==> config.mk <==
export PLATFORM = sky130hd
export DESIGN_NAME = alu_mdu_controller
export DESIGN_NICKNAME = d
export VERILOG_FILES = /design/src/rtl/alu_mdu_controller.sv
export SDC_FILE = /design/constraint.sdc
export NUM_CORES = 1
export LEC_CHECK = 0
export ABC_AREA = 1
export CAP_MARGIN = 40
export CORE_ASPECT_RATIO = 1.75
export CORE_MARGIN = 1
export CORE_UTILIZATION = 42
export CTS_CLUSTER_DIAMETER = 120
export DETAILED_ROUTE_END_ITERATION = 12
export PLACE_DENSITY = 0.71
export SLEW_MARGIN = 25
export SYNTH_ARGS = -nofsm -noshare
export SYNTH_HDL_FRONTEND = slang
export SYNTH_SLANG_ARGS = --single-unit
==> constraint.sdc <==
create_clock -name clk -period 7.01 [get_ports clk]
set_input_delay 0.701 -clock clk [delete_from_list [all_inputs] [get_ports clk]]
set_output_delay 0.701 -clock clk [all_outputs]
set_load 0.01 [all_outputs]
==> src/rtl/alu_mdu_controller.sv <==
// ALU operation decode plus an iterative RV32M multiply/divide sequencer.
// Define MDU_DIV_EN to build the divider; without it, divide ops raise md_illegal_o.
module alu_mdu_controller #(
  parameter int XLEN   = 32,
  parameter int UNROLL = 1
) (
  input  logic            clk,
  input  logic            rst_n,
  input  logic            valid_i,
  input  logic            rtype_i,
  input  logic            flush_i,
  input  logic [1:0]      ALUOp,
  input  logic [6:0]      Funct7,
  input  logic [2:0]      Funct3,
  input  logic [XLEN-1:0] rs1_i,
  input  logic [XLEN-1:0] rs2_i,
  output logic [3:0]      Operation,
  output logic            md_sel_o,
  output logic [XLEN-1:0] md_result_o,
  output logic            stall_o,
  output logic            md_illegal_o
);
  localparam int N  = XLEN / UNROLL;
  localparam int CW = $clog2(N + 1);

  typedef enum logic [1:0] {IDLE, MUL, DIV, DONE} state_t;

  state_t             state;
  logic [CW-1:0]      cnt;
  logic [2*XLEN-1:0]  acc, acc_nxt, prod;
  logic [XLEN-1:0]    opb, mag_a, mag_b, mul_res;
  logic [1:0]         f3_q;
  logic               neg_q, sa, sb, mop, accept, launch;

  // One shift-add multiply step: acc = {partial product, remaining multiplier}.
  function automatic logic [2*XLEN-1:0] mul_bit(input logic [2*XLEN-1:0] p,
                                                 input logic [XLEN-1:0]   m);
    logic [XLEN:0] s;
    s = {1'b0, p[2*XLEN-1:XLEN]} + (p[0] ? {1'b0, m} : '0);
    return {s, p[XLEN-1:1]};
  endfunction

`ifdef MDU_DIV_EN
  logic            neg_r, div_zero, div_ovf;
  logic [XLEN-1:0] quo, rem, div_res, div_special;

  // One restoring-division step: acc = {remainder, dividend/quotient}.
  function automatic logic [2*XLEN-1:0] div_bit(input logic [2*XLEN-1:0] r,
                                                 input logic [XLEN-1:0]   d);
    logic [XLEN:0] sh, t;
    sh = r[2*XLEN-1:XLEN-1];
    t  = sh - {1'b0, d};
    if (!t[XLEN]) return {t[XLEN-1:0], r[XLEN-2:0], 1'b1};
    else          return {sh[XLEN-1:0], r[XLEN-2:0], 1'b0};
  endfunction

  assign div_zero    = (rs2_i == '0);
  assign div_ovf     = ~Funct3[0] & (rs1_i == {1'b1, {(XLEN-1){1'b0}}}) & (&rs2_i);
  assign div_special = div_zero ? (Funct3[1] ? rs1_i : '1)
                                : (Funct3[1] ? '0 : {1'b1, {(XLEN-1){1'b0}}});
  assign quo         = acc_nxt[XLEN-1:0];
  assign rem         = acc_nxt[2*XLEN-1:XLEN];
  assign div_res     = f3_q[1] ? (neg_r ? -rem : rem) : (neg_q ? -quo : quo);
`endif

  assign mop    = valid_i & rtype_i & (ALUOp == 2'b10) & (Funct7 == 7'b0000001);
  assign accept = rst_n & (state == IDLE) & mop & ~flush_i;

`ifdef MDU_DIV_EN
  assign launch       = accept;
  assign md_illegal_o = 1'b0;
`else
  assign launch       = accept & ~Funct3[2];
  assign md_illegal_o = accept & Funct3[2];
`endif

  assign stall_o  = launch | (rst_n & ~flush_i & ((state == MUL) | (state == DIV)));
  assign md_sel_o = rst_n & ~flush_i & (state == DONE);

  always_comb begin
    Operation = 4'b0000;
    if (mop) begin
      Operation = 4'b0010;
    end else begin
      case (ALUOp)
        2'b00: Operation = 4'b0010;
        2'b01: case (Funct3)
                 3'b000:  Operation = 4'b1001;
                 3'b001:  Operation = 4'b1010;
                 3'b100:  Operation = 4'b1000;
                 3'b101:  Operation = 4'b1011;
                 default: Operation = 4'b0000;
               endcase
        2'b10: case (Funct3)
                 3'b000:  Operation = (rtype_i && Funct7 == 7'b0100000) ? 4'b0011 : 4'b0010;
                 3'b001:  Operation = 4'b0111;
                 3'b010:  Operation = 4'b1000;
                 3'b100:  Operation = 4'b0100;
                 3'b101:  Operation = (Funct7 == 7'b0100000) ? 4'b0110 : 4'b0101;
                 3'b110:  Operation = 4'b0001;
                 default: Operation = 4'b0000;
               endcase
        default: Operation = 4'b1111;
      endcase
    end
  end

  // Iterate on magnitudes; signs are reapplied once the result is final.
  always_comb begin
    if (Funct3[2]) begin
      sa = ~Funct3[0] & rs1_i[XLEN-1];
      sb = ~Funct3[0] & rs2_i[XLEN-1];
    end else begin
      sa = ((Funct3[1:0] == 2'b01) | (Funct3[1:0] == 2'b10)) & rs1_i[XLEN-1];
      sb = (Funct3[1:0] == 2'b01) & rs2_i[XLEN-1];
    end
    mag_a = sa ? -rs1_i : rs1_i;
    mag_b = sb ? -rs2_i : rs2_i;
  end

  always_comb begin
    acc_nxt = acc;
    for (int i = 0; i < UNROLL; i++) begin
`ifdef MDU_DIV_EN
      if (state == DIV) acc_nxt = div_bit(acc_nxt, opb);
      else              acc_nxt = mul_bit(acc_nxt, opb);
`else
      acc_nxt = mul_bit(acc_nxt, opb);
`endif
    end
    prod    = neg_q ? -acc_nxt : acc_nxt;
    mul_res = (f3_q == 2'b00) ? prod[XLEN-1:0] : prod[2*XLEN-1:XLEN];
  end

  always_ff @(posedge clk or negedge rst_n) begin
    if (!rst_n) begin
      state       <= IDLE;
      cnt         <= '0;
      acc         <= '0;
      opb         <= '0;
      f3_q        <= '0;
      neg_q       <= 1'b0;
      md_result_o <= '0;
`ifdef MDU_DIV_EN
      neg_r       <= 1'b0;
`endif
    end else if (flush_i) begin
      state <= IDLE;
      cnt   <= '0;
    end else begin
      case (state)
        IDLE: if (launch) begin
          f3_q  <= Funct3[1:0];
          opb   <= mag_b;
          acc   <= {{XLEN{1'b0}}, mag_a};
          cnt   <= CW'(N);
          neg_q <= sa ^ sb;
          state <= MUL;
`ifdef MDU_DIV_EN
          neg_r <= sa;
          if (Funct3[2]) begin
            if (div_zero | div_ovf) begin
              md_result_o <= div_special;
              state       <= DONE;
            end else begin
              state <= DIV;
            end
          end
`endif
        end
        MUL, DIV: begin
          acc <= acc_nxt;
          cnt <= cnt - CW'(1);
          if (cnt == CW'(1)) begin
            state <= DONE;
`ifdef MDU_DIV_EN
            md_result_o <= (state == DIV) ? div_res : mul_res;
`else
            md_result_o <= mul_res;
`endif
          end
        end
        default: state <= IDLE;
      endcase
    end
  end
endmodule

**Word level (Yosys, flattened, before mapping)**

Cells that the tools add are included.
W data, S select, Z words.

- Register bits: 139
- Bits of input ports: 81
- Output and inout port bits: 39

- $add $sub $neg: 5
- Equality and inequality tests: 18
- Multiplexer cells: 22
- Bitwise gates (word level): 22
- Reduce and logical (&&, ||, !) cells: 13

Operators with widths:

| kind | count |
|---|---|
| $mux W32 | 4 |
| $mux W64 | 2 |
| $pmux W64 S2 | 1 |
| $neg A32 Y32 | 2 |
| $neg A64 Y64 | 1 |
| $add A32 B32 Y33 | 1 |
| $pmux W4 S6 | 1 |
| $pmux W4 S4 | 1 |
| $and A1 B1 Y1 | 15 |
| $mux W6 | 2 |
| $pmux W4 S3 | 1 |
| $pmux W6 S2 | 1 |
| $eq A3 B3 Y1 const B | 3 |
| $reduce_and A3 Y1 | 3 |
| $eq A2 B2 Y1 const B | 4 |
| $mux W2 | 4 |
| $eq A7 B1 Y1 const B | 1 |
| $eq A7 B6 Y1 const B | 1 |
| $eq A2 B1 Y1 const B | 3 |
| $eq A6 B1 Y1 const B | 1 |
| $logic_not A2 Y1 | 3 |
| $ne A3 B3 Y1 const B | 2 |
| $sub A6 B1 Y6 const B | 1 |
| $mux W4 | 1 |
| other kinds (14) | 21 |

**Depth between registers and ports, before layout**

Gate-level depths: netlist (run 1).

- Depth in word-level cells: 9
- Mapped depth: 26
- Mapped depth without buffers: 24

**Least setup slack after synthesis (run 1)**

OpenSTA, ideal clock, no wires.

- Kind: flip-flop to flip-flop
- From: register acc[0]
- To: register md_result_o[24]
- Data arrival time: 2793 ps
- Required time: 6933 ps
- Slack: 4139 ps
- Stages on the path, launching flop included: 22
- Path buffers: 2
- Clock period less this slack: 2871 ps
- Path through: dfrtp_1 -> clkbuf_1 -> clkbuf_1 -> nand2_1 -> inv_1 -> ha_1 -> fa_1 -> nand2_1 -> nand2_1 -> nand3_1 -> nand2_2 -> xnor2_1 -> nand2_1 -> nor2_1 -> nand2_1 -> nor2_1 -> nand3_1 -> nand2_2 -> nand2_1 -> nand2_1 -> nand3_1 -> a21oi_1

- Longest elaborated chain between the ends: 5

Ends and longest elaborated chain:

| what | RTL line | source |
|---|---|---|
| from (decl) | 30 | `logic [2*XLEN-1:0] acc, acc_nxt, prod;` |
| from (signal assigned) | 155 | `acc <= {{XLEN{1'b0}}, mag_a};` |
| from (signal assigned) | 172 | `acc <= acc_nxt;` |
| $mux W32 * | 39 | `s = {1'b0, p[2*XLEN-1:XLEN]} + (p[0] ? {1'b0, m} : '0);` |
| $add A32 B32 Y33 * | 39 |  |
| $neg A64 Y64 | 131 | `prod = neg_q ? -acc_nxt : acc_nxt;` |
| $mux W64 * | 131 |  |
| $mux W32 * | 132 | `mul_res = (f3_q == 2'b00) ? prod[XLEN-1:0] : prod[2*XLEN-1:XLEN];` |
| to (signal assigned) | 179 | `md_result_o <= mul_res;` |
| to (decl) | 19 | `output logic [XLEN-1:0] md_result_o,` |

Every way passes the cells marked *; elsewhere a longest branch is shown, timed or not.
A chain may end at the register's enable or synchronous reset.

**Worst setup path in the final report (run 1)**

- From: input port Funct7[3]
- To: output port Operation[0]

- Longest elaborated chain between the ends: 6
- Elaborated cells between the ends (all ways): 9
- Those cells by class: eq/ne (2); mux (5); bitwise (1); reduce/logical (1)

Ends and longest elaborated chain:

| what | RTL line | source |
|---|---|---|
| from (decl) | 13 | `input logic [6:0] Funct7,` |
| $eq A7 B6 Y1 | 95, 99 |  |
| $logic_and A1 B1 Y1 | 95 | `3'b000: Operation = (rtype_i && Funct7 == 7'b0100000) ? 4'b0011 : 4'b0010;` |
| $mux W1 | 95 |  |
| $pmux W4 S6 | 94 | `2'b10: case (Funct3)` |
| $pmux W4 S3 | 85 | `case (ALUOp)` |
| $mux W4 * | 82 | `if (mop) begin` |
| to (decl) | 17 | `output logic [3:0] Operation,` |

Marked as above.

==> flow_metrics.tcl, run 1 <==
set metrics [dict create \
    yosysSeqAreaShare_pct 27.6 \
    reg2reg_from "acc[0]$_DFFE_PN0P_" \
    cp-end-kind "output port" \
    antenna_left 0 \
    antenna_found_initial 0 \
    coreArea_um2 29400 \
    wl_per_cell_um 17.0 \
    setup_ws_ns 3.37 \
    skew_ns 0.00929 \
    root_buffer "clkbuf_16" \
    n_antenna_cell 0 \
    vdd_drop_max_v 0.000224 \
    drive_gt1_share_pct 7.03 \
    worstMarginPinSlew_ns 0.768 \
    post_cts_resized 0 \
    vias_per_cell 5.39 \
    slew_violations 0 \
    drt_first_iter_violations 771 \
    gp_congestion 1.01 \
    fillers 3063 \
    synth_warnings 0 \
    synth_cell_types 49 \
    post_cts_buffers 0 \
    dieArea_um2 30700 \
    cp_data_arrival_time_ns 2.94 \
    outcome "completed" \
    syn_to_final_growth_pct 17.6 \
    finalSetupViolCount 0 \
    fin_tns_setup_ns 0 \
    slew_headroom_pct 48.8 \
    synthCells 2055 \
    numCtsBuffers 17 \
    synth_nets 2180 \
    num_io_pins 120 \
    worstSetupStartpointType "input port" \
    die_y_um 231 \
    holdBufCountCts 0 \
    grt_pass1_vias 13500 \
    chipWidth_um 133 \
    reg2reg_slack_ns 3.40 \
    max_freq_mhz 274 \
    max-cap-violations 0 \
    grt_pass1_wl_um 68900 \
    num-nets-final 2274 \
    portBuffers 119 \
    hp-class "input port to asynchronous set/reset pin" \
    p_leak_nw 7.51 \
    drt-total-wl_um 43300 \
    hpwlAfterDp_um 35000 \
    cts.htree.levels 4 \
    ys_seq_elements 139 \
    fin_util_pct 50.4 \
    cts_tree "built" \
    crit_required_ns 6.31 \
    ys.flop_type "dfrtp_1" \
    power_density_nw_per_um2 296 \
    synthArstFlopShare_pct 100 \
    hold_viol 0 \
    drc_errors 0 \
    grt_start_max_net_pins 75 \
    fin_crit_sh_pct 52.0 \
    cp_max_fo 4 \
    via_count 13700 \
    reg2reg_depth 19 \
    rows 83 \
    path_clk_slew_ns 0.06 \
    grt_util_all_layers_pct 29.1 \
    worstReg2RegEnd "md_result_o[27]$_DFFE_PN0P_" \
    synth_area_um2 12600 \
    post-place-ws_ns 3.39 \
    synth.avg_cell_area_um2 6.14 \
    initial_core_util_pct 42.9 \
    clock_sinks 139 \
    drt_first_pass_iters 5 \
    rsz0062_at_grt "false" \
    worstSetupPathType "input port to output port" \
    cts.path.max_buffers 2 \
    min_period_ns 3.64 \
    clock_latency_ns 0.45 \
    gr-total-overflow 0 \
    synth-edff-count 0 \
]
==> registers in the layout (all words and copies together), names as in the netlist <==
signal,cells
acc,64
cnt,6
f3_q,2
md_result_o,32
neg_q,1
opb,32
state,2
==> how the worst max path moves through the flow <==
stage	from	end	slack, ns
6_report	Funct7[3]	Operation[0]	3.37
5_1_grt	acc[0]$_DFFE_PN0P_	md_result_o[27]$_DFFE_PN0P_	3.09
4_1_cts	Funct7[3]	Operation[0]	3.38
3_5_place_dp	Funct7[3]	Operation[0]	3.39
3_3_place_gp	acc[0]$_DFFE_PN0P_	md_result_o[27]$_DFFE_PN0P_	3.06
2_1_floorplan	acc[0]$_DFFE_PN0P_	md_result_o[24]$_DFFE_PN0P_	4.14
==> power breakdown <==
part	total [mW]	switching (mW)	leakage (nW)	internal (mW)
sequential	1.32	0.261	1.78	1.06
combinational	2.10	1.34	5.44	0.760
clock	0.962	0.393	0.289	0.569
==> cell usage after synthesis, types with 3 or more instances <==
cell type | n | area, um^2
nor2_4 | 8 | 90.1
nor3_1 | 25 | 125
o31ai_1 | 17 | 128
o21ai_0 | 171 | 856
nand3_2 | 5 | 50.1
nand3b_1 | 7 | 52.6
a21oi_1 | 99 | 495
or2_2 | 4 | 25.0
clkbuf_1 | 45 | 169
buf_2 | 8 | 40.0
nand3_1 | 144 | 721
xnor2_1 | 15 | 131
nor2_1 | 209 | 785
nand4_1 | 22 | 138
o21ai_1 | 6 | 30.0
inv_1 | 296 | 1110
o211ai_1 | 19 | 143
inv_2 | 8 | 30.0
nor2_2 | 18 | 113
dfrtp_1 | 139 | 3480
nor3_2 | 6 | 60.1
nor4_1 | 12 | 75.1
nand2_1 | 597 | 2240
o221ai_1 | 3 | 26.3
a31oi_1 | 22 | 138
ha_1 | 43 | 538
or2_0 | 4 | 25.0
buf_1 | 5 | 18.8
nand2_2 | 43 | 269
xor2_1 | 27 | 236
==> area by class of cell <==
| type | count | area, um^2 | area share [%] |
|---|---|---|---|
| sequential | 139 | 3480 | 23.5 |
| timing repair buffer | 134 | 1360 | 9.18 |
| tap | 382 | 478 | 3.22 |
| clock inverter | 14 | 170 | 1.15 |
| inverter | 304 | 1140 | 7.70 |
| clock buffer | 18 | 439 | 2.96 |
| multi-input combinational | 1553 | 7750 | 52.3 |
==> stage by stage <==
step | total power [mW] | hold WS, ns | instances | cell area, um^2
after floorplan | 2.62 | 0.405 | 2055 | 12600
after global routing | 4.69 | 0.362 | 2544 | 14800
final | 4.38 | 0.315 | 2544 | 14800
after CTS | 4.39 | 0.333 | 2544 | 14800
after detailed placement | 3.41 | 0.466 | 2512 | 14200
after global placement | 3.36 | 0.470 | 2508 | 14100
==> metal layers <==
layer | vias to the layer above | wire length (um) | GRT usage [%]
li1 | 6816 | - | -
met1 | 6315 | 14900 | 27.5
met2 | 432 | 23200 | 55.4
met3 | 157 | 1480 | 3.35
met4 | 0 | 3720 | 24.3
met5 | - | 0 | 0
==> critical path, cell delays in order <==
cell and delay [ns]:
clkdlybuf4s50_1 0.40, nor2_1 0.23, nand3_1 0.11, nor4_1 0.37, inv_1 0.11, o21ai_0 0.15, o221ai_1 0.13, a31oi_1 0.17
a21oi_1 0.09, clkdlybuf4s50_1 0.48
==> cell families after synthesis <==
kind of cell | count (synthesis) | share of synthesized area (%)
AOI/OAI and AO/OA | 354 | 15.5
xor gates and xnor gates | 42 | 2.92
adders and majority gates | 44 | 4.43
buffers and inverters | 363 | 10.9
DFF | 139 | 27.6
and+or+nand+nor | 1113 | 38.6
==> placed cells by master (no fill, tap or decap), types with 3 or more instances in the layout <==
master and n:
nand2_1 597, inv_1 296, nor2_1 208, o21ai_0 171, nand3_1 144, dfrtp_1 137
clkdlybuf4s50_1 118, a21oi_1 99, nand2_2 43, ha_1 43, xor2_1 27, nor3_1 25
nand4_1 22, a31oi_1 22, nor2_2 19, o211ai_1 19, o31ai_1 17, clkbuf_16 17
xnor2_1 15, nor4_1 12, buf_4 11, inv_2 8, nor2_4 8, nand3b_1 7
nor3_2 6, o21ai_1 6, nand3_2 5, or2_2 4, or2_0 4, clkinvlp_4 4
o221ai_1 3, clkinv_2 3, bufinv_16 3
Power figures use the tool's default switching activity.
==> inputs of run 2 (changes only) <==
==> constraint.sdc (replaced) <==
create_clock -name clk -period 3.57 [get_ports clk]
set_input_delay 0.357 -clock clk [delete_from_list [all_inputs] [get_ports clk]]
set_output_delay 0.357 -clock clk [all_outputs]
set_load 0.01 [all_outputs]
==> flow_metrics.tcl, run 2 (synthesis gave the netlist of run 1 again) <==
set metrics [dict create \
    drt_first_iter_violations 866 \
    grt_pass1_vias 13300 \
    fin_crit_sh_pct 92.8 \
    antenna_left 0 \
    fillers 3057 \
    vias_per_cell 5.37 \
    max_freq_mhz 302 \
    num_io_pins 120 \
    skew_ns 0.0131 \
    coreArea_um2 29400 \
    antenna_found_initial 0 \
    rsz0062_at_grt "false" \
    cp_data_arrival_time_ns 3.68 \
    reg2reg_depth 20 \
    cts.path.max_buffers 2 \
    cp-endpoint "md_result_o[28]$_DFFE_PN0P_" \
    gp_congestion 1.00 \
    fin_tns_setup_ns 0 \
    worstReg2RegEnd "md_result_o[28]$_DFFE_PN0P_" \
    worstSetupPathType "flop to flop" \
    n_antenna_cell 0 \
    top_regs "acc: 64 flops, md_result_o: 32 flops, opb: 32 flops" \
    clock_sinks 139 \
    hold_viol 0 \
    hp-class "input port to asynchronous set/reset pin" \
    grt_pass1_wl_um 69400 \
    layout_common_cells "596 x nand2_1, 296 x inv_1, 208 x nor2_1, 171 x o21ai_0, 144 x nand3_1" \
    via_count 13700 \
    reg2reg_slack_ns 0.26 \
    setup.worst_path.start "acc[0]$_DFFE_PN0P_" \
    cts_tree "built" \
    slew_headroom_pct 46.1 \
    clock_latency_ns 0.46 \
    grt_util_all_layers_pct 29.6 \
    worstMarginPinSlew_ns 0.807 \
    wl_per_cell_um 17.4 \
    num-nets-final 2282 \
    outcome "completed" \
    path_clk_slew_ns 0.06 \
    drt-total-wl_um 44500 \
    largest-register "acc" \
    final_common_cell "nand2_1" \
    cp_max_fo 31 \
    crit_required_ns 3.94 \
    die_y_um 231 \
    max-cap-violations 0 \
    portBuffers 119 \
    syn_to_final_growth_pct 17.8 \
    drive_gt1_share_pct 7.33 \
    min_period_ns 3.31 \
    worstSetupStartpointType "flop" \
    p_leak_nw 7.53 \
    total_power_mw 8.57 \
    initial_core_util_pct 42.9 \
    cts.htree.levels 4 \
    slew_violations 0 \
    cp-end-kind "flop" \
    finalSetupViolCount 0 \
    power_density_nw_per_um2 577 \
    drt_first_pass_iters 6 \
    grt_start_max_net_pins 62 \
    reg2reg_from "acc[0]$_DFFE_PN0P_" \
    drc_errors 0 \
    vdd_drop_max_v 0.000435 \
    hpwlAfterDp_um 36000 \
    largest_register_ffs 64 \
    numCtsBuffers 17 \
    gr-total-overflow 0 \
    dieArea_um2 30700 \
    rows 83 \
    post_cts_buffers 0 \
    root_buffer "clkbuf_16" \
    chipWidth_um 133 \
]
run 2: changes by cell type in the layout (fill, tap and decap cells not counted), moves of 2 or more:
cell,change
buf_4,+8
buf_8,-2
ha_1,-2
ha_2,+2
run 2: what timing repair did:
| item | 4_1_cts | 5_1_grt |
|---|---|---|
| hold endpoints to repair | 35 | 0 |
| setup endpoints to repair | 0 | 2 |
| hold buffers | 1 | 0 |
| gates resized for setup | 0 | 3 |
run 2: where the power goes:
| group | internal [mW] | total, mW | switching, mW |
|---|---|---|---|
| combinational | 1.52 | 4.22 | 2.70 |
| sequential | 2.09 | 2.55 | 0.466 |
| clock | 1.03 | 1.79 | 0.761 |
run 2: critical path, cell delays in order (launching register included):
cell	delay (ns)
dfrtp_1	0.42
buf_12	0.18
nand2_1	0.07
inv_1	0.07
ha_1	0.41
nand2_1	0.16
nor2_1	0.27
inv_1	0.09
nor3_2	0.16
nand3_1	0.20
nand3_1	0.17
nand2_1	0.06
nand2_1	0.14
nand2_1	0.11
nor2_1	0.16
nand3_1	0.09
nand2_1	0.08
nand2_1	0.06
nand2_1	0.06
nand3_1	0.09
a21oi_1	0.17
run 2: metal layers:
metal | up-vias | routed length [um] | GRT usage (%)
li1 | 6824 | - | -
met1 | 6387 | 15300 | 27.6
met2 | 366 | 24300 | 57.6
met3 | 134 | 1350 | 3.46
met4 | 0 | 3480 | 23.0
met5 | - | 0 | 0
run 2: worst min-delay path by stage:
stage | from | end | slack (ns) | cells after the start
after floorplan | rst_n | acc[0]$_DFFE_PN0P_ | 0.06 | 0
after global placement | rst_n | state[0]$_DFFE_PN0P_ | 0.31 | 1
after detailed placement | rst_n | state[0]$_DFFE_PN0P_ | 0.31 | 1
after CTS | rst_n | state[0]$_DFFE_PN0P_ | 0.41 | 2
after global routing | rst_n | state[0]$_DFFE_PN0P_ | 0.45 | 2
final | rst_n | state[0]$_DFFE_PN0P_ | 0.40 | 2
run 2: cell type report:
type / instances / area, um^2 / share of cell area (%)
Multi-Input combinational cell: 1553 / 7760 / 52.2
Sequential cell: 139 / 3480 / 23.4
Timing Repair Buffer: 142 / 1420 / 9.56
Inverter: 304 / 1140 / 7.70
Tap cell: 382 / 478 / 3.22
Clock buffer: 18 / 429 / 2.89
Clock inverter: 13 / 145 / 0.977
run 2: stage by stage:
step           instance area (um^2)  worst slack [ns]  hold WS, ns  util, %  cells
2_1_floorplan                 12600             0.699       0.0614        -   2055
3_3_place_gp                  14200             0.267        0.310     48.3   2517
3_5_place_dp                  14200             0.243        0.313     48.4   2518
4_1_cts                       14800             0.228        0.411     50.4   2550
5_1_grt                       14900           0.00736        0.445     50.5   2551
6_report                      14900             0.257        0.398     50.5   2551
==> inputs of run 3 (changes only) <==
--- a/config.mk
+++ b/config.mk
@@ -12,7 +12,7 @@
 export CORE_UTILIZATION = 42
 export CTS_CLUSTER_DIAMETER = 120
 export DETAILED_ROUTE_END_ITERATION = 12
-export PLACE_DENSITY = 0.71
+export PLACE_DENSITY = 0.67
 export SLEW_MARGIN = 25
 export SYNTH_ARGS = -nofsm -noshare
 export SYNTH_HDL_FRONTEND = slang
==> flow_metrics.tcl, run 3 (synthesis gave the netlist of run 1 again) <==
set metrics [dict create \
    vias_per_cell 5.34 \
    hold_viol 2 \
    worstReg2RegEnd "md_result_o[30]$_DFFE_PN0P_" \
    die_y_um 231 \
    slew_violations 0 \
    worstSetupPathType "flop to flop" \
    largest-register "acc" \
    cts.htree.levels 4 \
    drive_gt1_share_pct 7.53 \
    crit_required_ns 3.95 \
    finalSetupViolCount 0 \
    syn_to_final_growth_pct 17.6 \
    grt_pass1_wl_um 70900 \
    via_count 13600 \
    num_io_pins 120 \
    grt_start_max_net_pins 141 \
    reg2reg_slack_ns 0.20 \
    whs_ns -0.0293 \
    fin_tns_setup_ns 0 \
    post_cts_buffers 0 \
    portBuffers 119 \
    layout_common_cells "596 x nand2_1, 296 x inv_1, 205 x nor2_1, 171 x o21ai_0, 142 x nand3_1" \
    power_density_nw_per_um2 572 \
    max_freq_mhz 297 \
    antenna_left 0 \
    crit_chain "buf_12 -> nand2_1 -> inv_1 -> ha_1 -> nand2_1 -> nor2_2 -> nand2_1 -> nor2_1 -> nand2_1 -> nand3_1 -> nand2_1 -> nand2_2 -> nand2_2 -> nor2_2 -> nand3_1 -> nand2_1 -> nand2_1 -> nand2_1 -> nand3_1 -> a21oi_1" \
    setup.worst_path.start "acc[0]$_DFFE_PN0P_" \
    min_period_ns 3.37 \
    fin_crit_sh_pct 94.3 \
    postLayoutCellArea_um2 14800 \
    reg2reg_from "acc[0]$_DFFE_PN0P_" \
    critical_path_buf_inv_count 2 \
    drc_errors 0 \
    cp-end-kind "flop" \
    antenna_found_initial 0 \
    clock_latency_ns 0.46 \
    critPathMaxStageDelay_ns 0.43 \
    path_clk_slew_ns 0.06 \
    wl_per_cell_um 17.4 \
    skew_ns 0.00925 \
    vdd_drop_max_v 0.000415 \
    cp_num_cells 20 \
    num-nets-final 2278 \
    cp-endpoint "md_result_o[30]$_DFFE_PN0P_" \
    largest_register_ffs 64 \
    cp_common_cell "nand2_1" \
    p_leak_nw 7.52 \
    rsz0062_at_grt "false" \
    root_buffer "clkbuf_16" \
    rows 83 \
    outcome "finished with violations" \
    initial_core_util_pct 42.9 \
    reg2reg_depth 20 \
    critPathSlowestCell "ha_1" \
    dieArea_um2 30700 \
    chipWidth_um 133 \
    placed_area_um2 14200 \
    cts.path.max_buffers 2 \
    cts_tree "built" \
    numCtsBuffers 17 \
    worstMarginPinSlew_ns 0.850 \
    violations "negative hold slack" \
    hpwlAfterDp_um 35300 \
    hp-class "input port to asynchronous set/reset pin" \
    drt_first_iter_violations 849 \
    cp_max_fo 32 \
    cp_data_arrival_time_ns 3.75 \
    drt-total-wl_um 44300 \
    n_antenna_cell 0 \
    gr-total-overflow 0 \
    crit_family "simple AND/OR/NAND/NOR gates" \
    drt_first_pass_iters 5 \
    grt_util_all_layers_pct 30.1 \
    grt_pass1_vias 13400 \
    clock_sinks 139 \
    worstSetupStartpointType "flop" \
    gp_congestion 1.04 \
    holdBufCountCts 0 \
    top_regs "acc: 64 flops, md_result_o: 32 flops, opb: 32 flops" \
    max-cap-violations 0 \
    post_cts_resized 0 \
    final_common_cell "nand2_1" \
    coreArea_um2 29400 \
    slew_headroom_pct 43.4 \
]
==> run 3: where the power goes <==
part           total, mW  switching (mW)  leakage, nW  internal (mW)
registers           2.54           0.457         1.78           2.09
clock network       1.73           0.772        0.262          0.953
logic               4.21            2.69         5.47           1.52
total               8.48            3.92         7.52           4.56
==> run 3: area by class of cell <==
| class | count | area, um^2 |
|---|---|---|
| fillers | 3095 | 14600 |
| multi-input cells | 1553 | 7800 |
| flip-flops and latches | 139 | 3480 |
| repair buffers | 138 | 1380 |
| inverters | 304 | 1140 |
| well taps | 382 | 478 |
| clock buffers | 17 | 425 |
| clock inverters | 14 | 124 |
==> run 3: metal layers <==
layer / GRT usage [%] / vias up / wire length [um]
met1: 29.1 / 6305 / 15400
met4: 22.2 / 0 / 3320
met5: 0 / - / 0
li1: - / 6809 / -
met2: 57.7 / 360 / 24200
met3: 3.67 / 131 / 1420
==> run 3: metrics by stage <==
step                worst slack, ns  total power [mW]  hold slack (ns)  cells  util, %
floorplan                     0.699              5.14           0.0614   2055        -
detailed placement            0.215              6.74            0.461   2516     48.4
global route                 0.0104              9.15           0.0586   2547     50.5
CTS                           0.182              8.50           0.0574   2547     50.3
global placement              0.239              6.66            0.460   2515     48.3
finish                        0.203              8.48          -0.0293   2547     50.5
==> run 3: worst register-to-register path, cell delays in order, from the launching register on <==
cell and delay (ns):
dfrtp_1 0.41, buf_12 0.17, nand2_1 0.09, inv_1 0.04, ha_1 0.43, nand2_1 0.23
nor2_2 0.24, nand2_1 0.22, nor2_1 0.14, nand2_1 0.10, nand3_1 0.10, nand2_1 0.06
nand2_2 0.20, nand2_2 0.12, nor2_2 0.15, nand3_1 0.12, nand2_1 0.14, nand2_1 0.07
nand2_1 0.06, nand3_1 0.06, a21oi_1 0.13
==> run 3: worst min path at each step <==
stage                           endpoint  slack [ns]               start
floorplan             acc[0]$_DFFE_PN0P_        0.06               rst_n
global placement      opb[2]$_DFFE_PN0P_        0.46  opb[2]$_DFFE_PN0P_
detailed placement    opb[2]$_DFFE_PN0P_        0.46  opb[2]$_DFFE_PN0P_
CTS                 state[0]$_DFFE_PN0P_        0.06               rst_n
global route        state[0]$_DFFE_PN0P_        0.06               rst_n
finish              state[0]$_DFFE_PN0P_       -0.03               rst_n
